### src/rtl/ex_muldiv_if.sv
// Issue/result bundle between the ID/EX pipeline register and the iterative mul/div unit.
// The master drives the operation; the slave (the unit) returns busy/done and HI/LO.
interface ex_muldiv_if #(
    parameter int unsigned WIDTH = 32
);
    logic             start;
    logic [2:0]       op;
    logic [WIDTH-1:0] rs_val;
    logic [WIDTH-1:0] rt_val;
    logic             flush;
    logic             busy;
    logic             done;
    logic [WIDTH-1:0] hi;
    logic [WIDTH-1:0] lo;

    modport master (
        output start, op, rs_val, rt_val, flush,
        input  busy, done, hi, lo
    );

    modport slave (
        input  start, op, rs_val, rt_val, flush,
        output busy, done, hi, lo
    );
endinterface

### src/rtl/ex_muldiv_unit.sv
// Iterative MULT/MULTU/DIV/DIVU unit with HI/LO: 32 shift-add or restoring-divide steps plus a
// sign-fixup cycle. MTHI/MTLO write directly from IDLE.
module ex_muldiv_unit #(
    parameter int unsigned WIDTH = 32,
    parameter int unsigned CNT_W = 6
) (
    input logic         clk,
    input logic         rst_n,
    ex_muldiv_if.slave  bus
);
    localparam logic [2:0] OpMult  = 3'd0;
    localparam logic [2:0] OpMultu = 3'd1;
    localparam logic [2:0] OpDiv   = 3'd2;
    localparam logic [2:0] OpDivu  = 3'd3;
    localparam logic [2:0] OpMthi  = 3'd4;
    localparam logic [2:0] OpMtlo  = 3'd5;

    typedef enum logic [1:0] {StIdle, StCalc, StFixup} state_e;

    state_e             state_q;
    logic [CNT_W-1:0]   cnt_q;
    logic [2*WIDTH-1:0] acc_q, acc_d;
    logic [WIDTH-1:0]   opb_q, rs_q, hi_q, lo_q;
    logic               is_div_q, neg_q, rneg_q, div0_q, done_q;

    logic               signed_op, a_neg, b_neg;
    logic [WIDTH-1:0]   a_mag, b_mag;
    logic [WIDTH:0]     mul_sum, div_shift, div_sub;
    logic               div_ge;
    logic [2*WIDTH-1:0] prod_fix;
    logic [WIDTH-1:0]   quo_fix, rem_fix, fix_hi, fix_lo;

    // Signed ops iterate on magnitudes; the signs are reapplied in FIXUP.
    always_comb begin
        signed_op = (bus.op == OpMult) || (bus.op == OpDiv);
        a_neg     = signed_op && bus.rs_val[WIDTH-1];
        b_neg     = signed_op && bus.rt_val[WIDTH-1];
        a_mag     = a_neg ? -bus.rs_val : bus.rs_val;
        b_mag     = b_neg ? -bus.rt_val : bus.rt_val;
    end

    // acc holds {partial product, multiplier} or {remainder, dividend/quotient}.
    always_comb begin
        mul_sum   = {1'b0, acc_q[2*WIDTH-1:WIDTH]} + (acc_q[0] ? {1'b0, opb_q} : '0);
        div_shift = {acc_q[2*WIDTH-1:WIDTH], acc_q[WIDTH-1]};
        div_ge    = div_shift >= {1'b0, opb_q};
        div_sub   = div_shift - {1'b0, opb_q};
        if (is_div_q) begin
            acc_d = {(div_ge ? div_sub[WIDTH-1:0] : div_shift[WIDTH-1:0]),
                     acc_q[WIDTH-2:0], div_ge};
        end else begin
            acc_d = {mul_sum, acc_q[WIDTH-1:1]};
        end
    end

    always_comb begin
        prod_fix = neg_q  ? -acc_q : acc_q;
        quo_fix  = neg_q  ? -acc_q[WIDTH-1:0] : acc_q[WIDTH-1:0];
        rem_fix  = rneg_q ? -acc_q[2*WIDTH-1:WIDTH] : acc_q[2*WIDTH-1:WIDTH];
        if (!is_div_q) begin
            fix_hi = prod_fix[2*WIDTH-1:WIDTH];
            fix_lo = prod_fix[WIDTH-1:0];
        end else if (div0_q) begin
            fix_hi = rs_q;
            fix_lo = '1;
        end else begin
            fix_hi = rem_fix;
            fix_lo = quo_fix;
        end
    end

    always_ff @(posedge clk) begin
        if (!rst_n) begin
            state_q  <= StIdle;
            cnt_q    <= '0;
            acc_q    <= '0;
            opb_q    <= '0;
            rs_q     <= '0;
            hi_q     <= '0;
            lo_q     <= '0;
            is_div_q <= 1'b0;
            neg_q    <= 1'b0;
            rneg_q   <= 1'b0;
            div0_q   <= 1'b0;
            done_q   <= 1'b0;
        end else begin
            done_q <= 1'b0;
            unique case (state_q)
                StIdle: begin
                    if (bus.start && !bus.flush) begin
                        case (bus.op)
                            OpMult, OpMultu, OpDiv, OpDivu: begin
                                state_q  <= StCalc;
                                cnt_q    <= '0;
                                acc_q    <= {{WIDTH{1'b0}}, a_mag};
                                opb_q    <= b_mag;
                                rs_q     <= bus.rs_val;
                                is_div_q <= bus.op[1];
                                neg_q    <= a_neg ^ b_neg;
                                rneg_q   <= a_neg;
                                div0_q   <= (bus.rt_val == '0);
                            end
                            OpMthi: begin
                                hi_q   <= bus.rs_val;
                                done_q <= 1'b1;
                            end
                            OpMtlo: begin
                                lo_q   <= bus.rs_val;
                                done_q <= 1'b1;
                            end
                            default: ;
                        endcase
                    end
                end
                StCalc: begin
                    if (bus.flush) begin
                        state_q <= StIdle;
                    end else begin
                        acc_q <= acc_d;
                        cnt_q <= cnt_q + 1'b1;
                        if (cnt_q == CNT_W'(WIDTH - 1)) state_q <= StFixup;
                    end
                end
                StFixup: begin
                    state_q <= StIdle;
                    if (!bus.flush) begin
                        hi_q   <= fix_hi;
                        lo_q   <= fix_lo;
                        done_q <= 1'b1;
                    end
                end
                default: state_q <= StIdle;
            endcase
        end
    end

    assign bus.busy = (state_q != StIdle);
    assign bus.done = done_q;
    assign bus.hi   = hi_q;
    assign bus.lo   = lo_q;
endmodule
### src/flat_wrapper.sv
// flat-port wrapper written by rule: the top's interface ports become plain ports
module ex_muldiv_unit_flat 
#(
    parameter int unsigned WIDTH = 32,
    parameter int unsigned CNT_W = 6
)
  (clk, rst_n, bus_start, bus_op, bus_rs_val, bus_rt_val, bus_flush, bus_busy, bus_done, bus_hi, bus_lo);
  ex_muldiv_if #(.WIDTH(WIDTH)) bus_i ();
  input logic clk;
  input logic rst_n;
  input wire logic [$bits(bus_i.start)-1:0] bus_start;
  input wire logic [$bits(bus_i.op)-1:0] bus_op;
  input wire logic [$bits(bus_i.rs_val)-1:0] bus_rs_val;
  input wire logic [$bits(bus_i.rt_val)-1:0] bus_rt_val;
  input wire logic [$bits(bus_i.flush)-1:0] bus_flush;
  output wire logic [$bits(bus_i.busy)-1:0] bus_busy;
  output wire logic [$bits(bus_i.done)-1:0] bus_done;
  output wire logic [$bits(bus_i.hi)-1:0] bus_hi;
  output wire logic [$bits(bus_i.lo)-1:0] bus_lo;
  assign bus_i.start = bus_start;
  assign bus_i.op = bus_op;
  assign bus_i.rs_val = bus_rs_val;
  assign bus_i.rt_val = bus_rt_val;
  assign bus_i.flush = bus_flush;
  assign bus_busy = bus_i.busy;
  assign bus_done = bus_i.done;
  assign bus_hi = bus_i.hi;
  assign bus_lo = bus_i.lo;
  ex_muldiv_unit #(.WIDTH(WIDTH), .CNT_W(CNT_W)) u_core (.clk(clk), .rst_n(rst_n), .bus(bus_i));
endmodule
### config.mk
export PLATFORM = sky130hd
export DESIGN_NAME = ex_muldiv_unit_flat
export DESIGN_NICKNAME = d
export VERILOG_FILES = /design/src/rtl/ex_muldiv_if.sv /design/src/rtl/ex_muldiv_unit.sv /design/src/flat_wrapper.sv
export SDC_FILE = /design/constraint.sdc
export NUM_CORES = 1
export LEC_CHECK = 0
export ABC_AREA = 0
export CELL_PAD_IN_SITES_DETAIL_PLACEMENT = 0
export CELL_PAD_IN_SITES_GLOBAL_PLACEMENT = 2
export CORE_MARGIN = 2
export CORE_UTILIZATION = 31
export DETAILED_ROUTE_END_ITERATION = 10
export PLACE_DENSITY = 0.79
export SETUP_SLACK_MARGIN = 0.02
export SLEW_MARGIN = 10
export SYNTH_ARGS = -nofsm -noshare
export SYNTH_HDL_FRONTEND = slang
export SYNTH_SLANG_ARGS = --single-unit
### constraint.sdc
create_clock -name clk -period 3.9 [get_ports clk]
set_clock_uncertainty 0.2 [all_clocks]
set_input_delay 0.78 -clock clk [delete_from_list [all_inputs] [get_ports clk]]
set_output_delay 0.78 -clock clk [all_outputs]
set_load 0.03 [all_outputs]
==> out/qor.yml <==
crit_chain: "clkdlybuf4s50_1 > or4_4 > or4b_4 > or4b_4 > or4_4 > o21ai_1 > a21oi_1 > a211oi_1 > a21oi_1 > nor2_1"
synthDominantAreaCellType: "sky130_fd_sc_hd__dfxtp_1"
ir_drop_v: 0.000286
buffer_ports.inserted: 136
powerDensity_mw_per_mm2: 300
synth_area_per_cell_sq_um: 7.19
worstSetupStartpointType: "primary input"
final.hold.worst_slack_ps: 251
ys_warn_count: 0
cts-root-to-sink-buffers: 3
die-width_um: 233
path_category_of_the_worst_min_delay_check: "reg -> reg"
largest_cells_by_area_after_synthesis: "sky130_fd_sc_hd__dfxtp_1 25%, sky130_fd_sc_hd__a21oi_1 7.6%, sky130_fd_sc_hd__nand2_1 6.9%"
synthArstFlopShare_pct: 0
clock_insertion_delay_worst_skew_ps: 580
avgRoutedWirePerCell_um: 21.9
drv_slew: 0
setup_viol_count_final: 0
outcome: "completed"
grt_setup_unrepaired: "false"
timing.critical_path.slowest_stage_cell: "sky130_fd_sc_hd__or4_4"
floorplan.die.height_um: 233
globalplace.congestion: 0.947
cts.clk_slew.worst_paths_ps: 60
dp_hpwl_mm: 52.0
detail_route.drc_violations: 0
synth.yosys.seq_area_share_pct: 25.3
finalSetupTns_ps: 0
critical_path.reg2reg.endpoint: "u_core.acc_q[56]"
globalRouteOverflowTotal: 0
cts.repair_timing.setup_buffer_count: 0
grt_pass1_vias: 16900
pre_cts_ws_ps: -332
fill_cell_total_of_the_finished_layout: 5505
num-nets-final: 2553
setup_ws_ps: 204
syn-cell-area_sq_mm: 0.0162
relSlewSlack_pct: 38.1
post_cts_resize_count: 0
fmax_mhz: 271
grt_max_degree: 140
timing_worst_setup_path_type: "in -> reg"
ant_nets: 0
met3_wirelength_mm: 3.39
fp.dieArea_sq_mm: 0.0541
synth.net_count: 2395
routed-wl-met2_mm: 31.6
placed_cells: 3063
ios: 137
drive_above_1_share_pct: 10.4
final-instance-count-excl-fill: 3108
timing.critical_path.slowest_cell_delay_ps: 550
route.detailed.vias_per_inst: 5.64
fp.coreArea_sq_mm: 0.0515
cts_inserted_buffers: 26
synthCells: 2253
number_of_detailed_routing_iterations_run_before_antenna_repair: 6
antenna_found_initial: 0
worst-slew-pin-transition_ps: 929
finalCriticalPeriod_ps: 3700
crit_start: "bus_rs_val[7]"
drt_iter0_markers: 1323
synth_largest_type_area_fraction_pct: 25.3
finalHoldViolations: 0
clk_root_buffer_cell: "sky130_fd_sc_hd__clkbuf_16"
ff2ff_path_depth: 14
post_cts_hold_buffer_count: 0
placement_rows: 83
tritoncts: "built"
timing.critical_path.to: "u_core.acc_q[31]"
synth-seq-cells: 205
synth_top_cells_by_count: "297 x sky130_fd_sc_hd__nand2_1, 246 x sky130_fd_sc_hd__a21oi_1, 205 x sky130_fd_sc_hd__dfxtp_1, 199 x sky130_fd_sc_hd__nor2_1, 169 x sky130_fd_sc_hd__o21ai_0"
dominantRegCellSynth: "sky130_fd_sc_hd__dfxtp_1"
yosysMostFrequentCell: "sky130_fd_sc_hd__nand2_1"
synth_edf_count: 0
max_h_tree_level: 1
track_usage_pct: 24.7
post_synth_num_cell_types: 69
num_antenna_cells: 0
grt_first_pass_wirelength_mm: 104
p_leak_nw: 7.44
cp_data_arrival_time_ps: 4000
r2r_slack_ps: 280
max_cap_viol_count: 0
critPathRequiredTime_ps: 4210
cts_num_sinks: 205
met1_length_mm: 31.1
critPathMaxFanout: 3
setup.worst_path.end_class: "flop"
timing.final.crit_share_pct: 94.8
via_total_after_detailed_routing: 17500
area_growth_pct: 23.5
rr_startpoint: "u_core.acc_q[0]"
routed.top_layer: "met4"
detailed_route_wire_length_mm: 68.0
initial_utilization_pct: 31.4
-- metrics by stage --
stage	instance area, sq um	total power, mW	utilization, %
finish	20000	6.00	38.8
global route	20000	6.23	38.8
global placement	19100	3.51	37.1
detailed placement	19100	3.51	37.1
CTS	20000	6.04	38.8
floorplan	16200	2.94	-
-- cells in the final DEF, fill, tap and decap left out, types with 43 or more instances in the layout --
cell                              Yosys  final
sky130_fd_sc_hd__xor2_1              75     75
sky130_fd_sc_hd__o211ai_1            52     52
sky130_fd_sc_hd__nand3_1             47     47
sky130_fd_sc_hd__a21oi_1            246    245
sky130_fd_sc_hd__inv_1               65     65
sky130_fd_sc_hd__nor3_1              43     43
sky130_fd_sc_hd__o21ai_0            169    168
sky130_fd_sc_hd__a211oi_1            61     61
sky130_fd_sc_hd__nand2_1            297    297
sky130_fd_sc_hd__clkdlybuf4s50_1      0    136
sky130_fd_sc_hd__xnor2_1            100    100
sky130_fd_sc_hd__nor2_1             199    196
sky130_fd_sc_hd__ha_1                69     69
sky130_fd_sc_hd__mux2i_1             51     51
sky130_fd_sc_hd__dfxtp_1            205    203
sky130_fd_sc_hd__buf_4                0    167
-- how the worst min path moves through the flow --
| stage | slack (ps) | cells after the start | start | endpoint |
|---|---|---|---|---|
| 6_report | 250 | 2 | u_core.bus.lo[12] | u_core.bus.lo[12] |
| 5_1_grt | 280 | 2 | u_core.bus.hi[12] | u_core.bus.hi[12] |
| 4_1_cts | 250 | 2 | u_core.bus.lo[12] | u_core.bus.lo[12] |
| 3_5_place_dp | 240 | 2 | u_core.bus.lo[12] | u_core.bus.lo[12] |
| 3_3_place_gp | 240 | 2 | u_core.rs_q[3] | u_core.rs_q[3] |
| 2_1_floorplan | 230 | 2 | u_core.opb_q[18] | u_core.opb_q[18] |
-- power by group --
part | total, mW | switching, mW | internal [mW]
clock network | 2.52 | 1.03 | 1.48
registers | 2.21 | 0.0603 | 2.15
logic | 1.27 | 0.776 | 0.495
-- worst max-delay path: cells and delay by family --
kind                   cells  cell delay [ps]
AOI/OAI and AO/OA          4              540
buffers and inverters      1              510
and+or+nand+nor            5             2160
-- registers in the layout, indices dropped and copies added (netlist names), 2 cells and up --
register        cells
u_core.bus.hi      32
u_core.state_q      2
u_core.cnt_q        6
u_core.acc_q       64
u_core.bus.lo      32
u_core.opb_q       32
u_core.rs_q        32
-- metal layers --
| metal | track usage, % | up-vias |
|---|---|---|
| met4 | 6.99 | 0 |
| met2 | 41.5 | 502 |
| met5 | 0 | - |
| met3 | 2.16 | 77 |
| li1 | - | 8480 |
| met1 | 33.6 | 8466 |
-- logic make-up after synthesis --
group                      share of synthesized area (%)
adders and majority gates                           5.58
buffers and inverters                               5.76
and+or+nand+nor                                     21.3
AOI/OAI and AO/OA                                   29.2
muxes                                               3.36
DFF                                                 25.3
xor gates and xnor gates                            9.46
-- cell type report --
type / instances / area, sq um / area share [%]
multi-input combinational: 1805 / 11200 / 56.1
clock inverter: 8 / 110 / 0.550
clock buffer: 37 / 762 / 3.81
inverter: 66 / 250 / 1.25
tap: 680 / 851 / 4.25
sequential: 205 / 4110 / 20.5
timing repair buffer: 307 / 2700 / 13.5
Note: power is estimated with default switching activity, not from simulation.
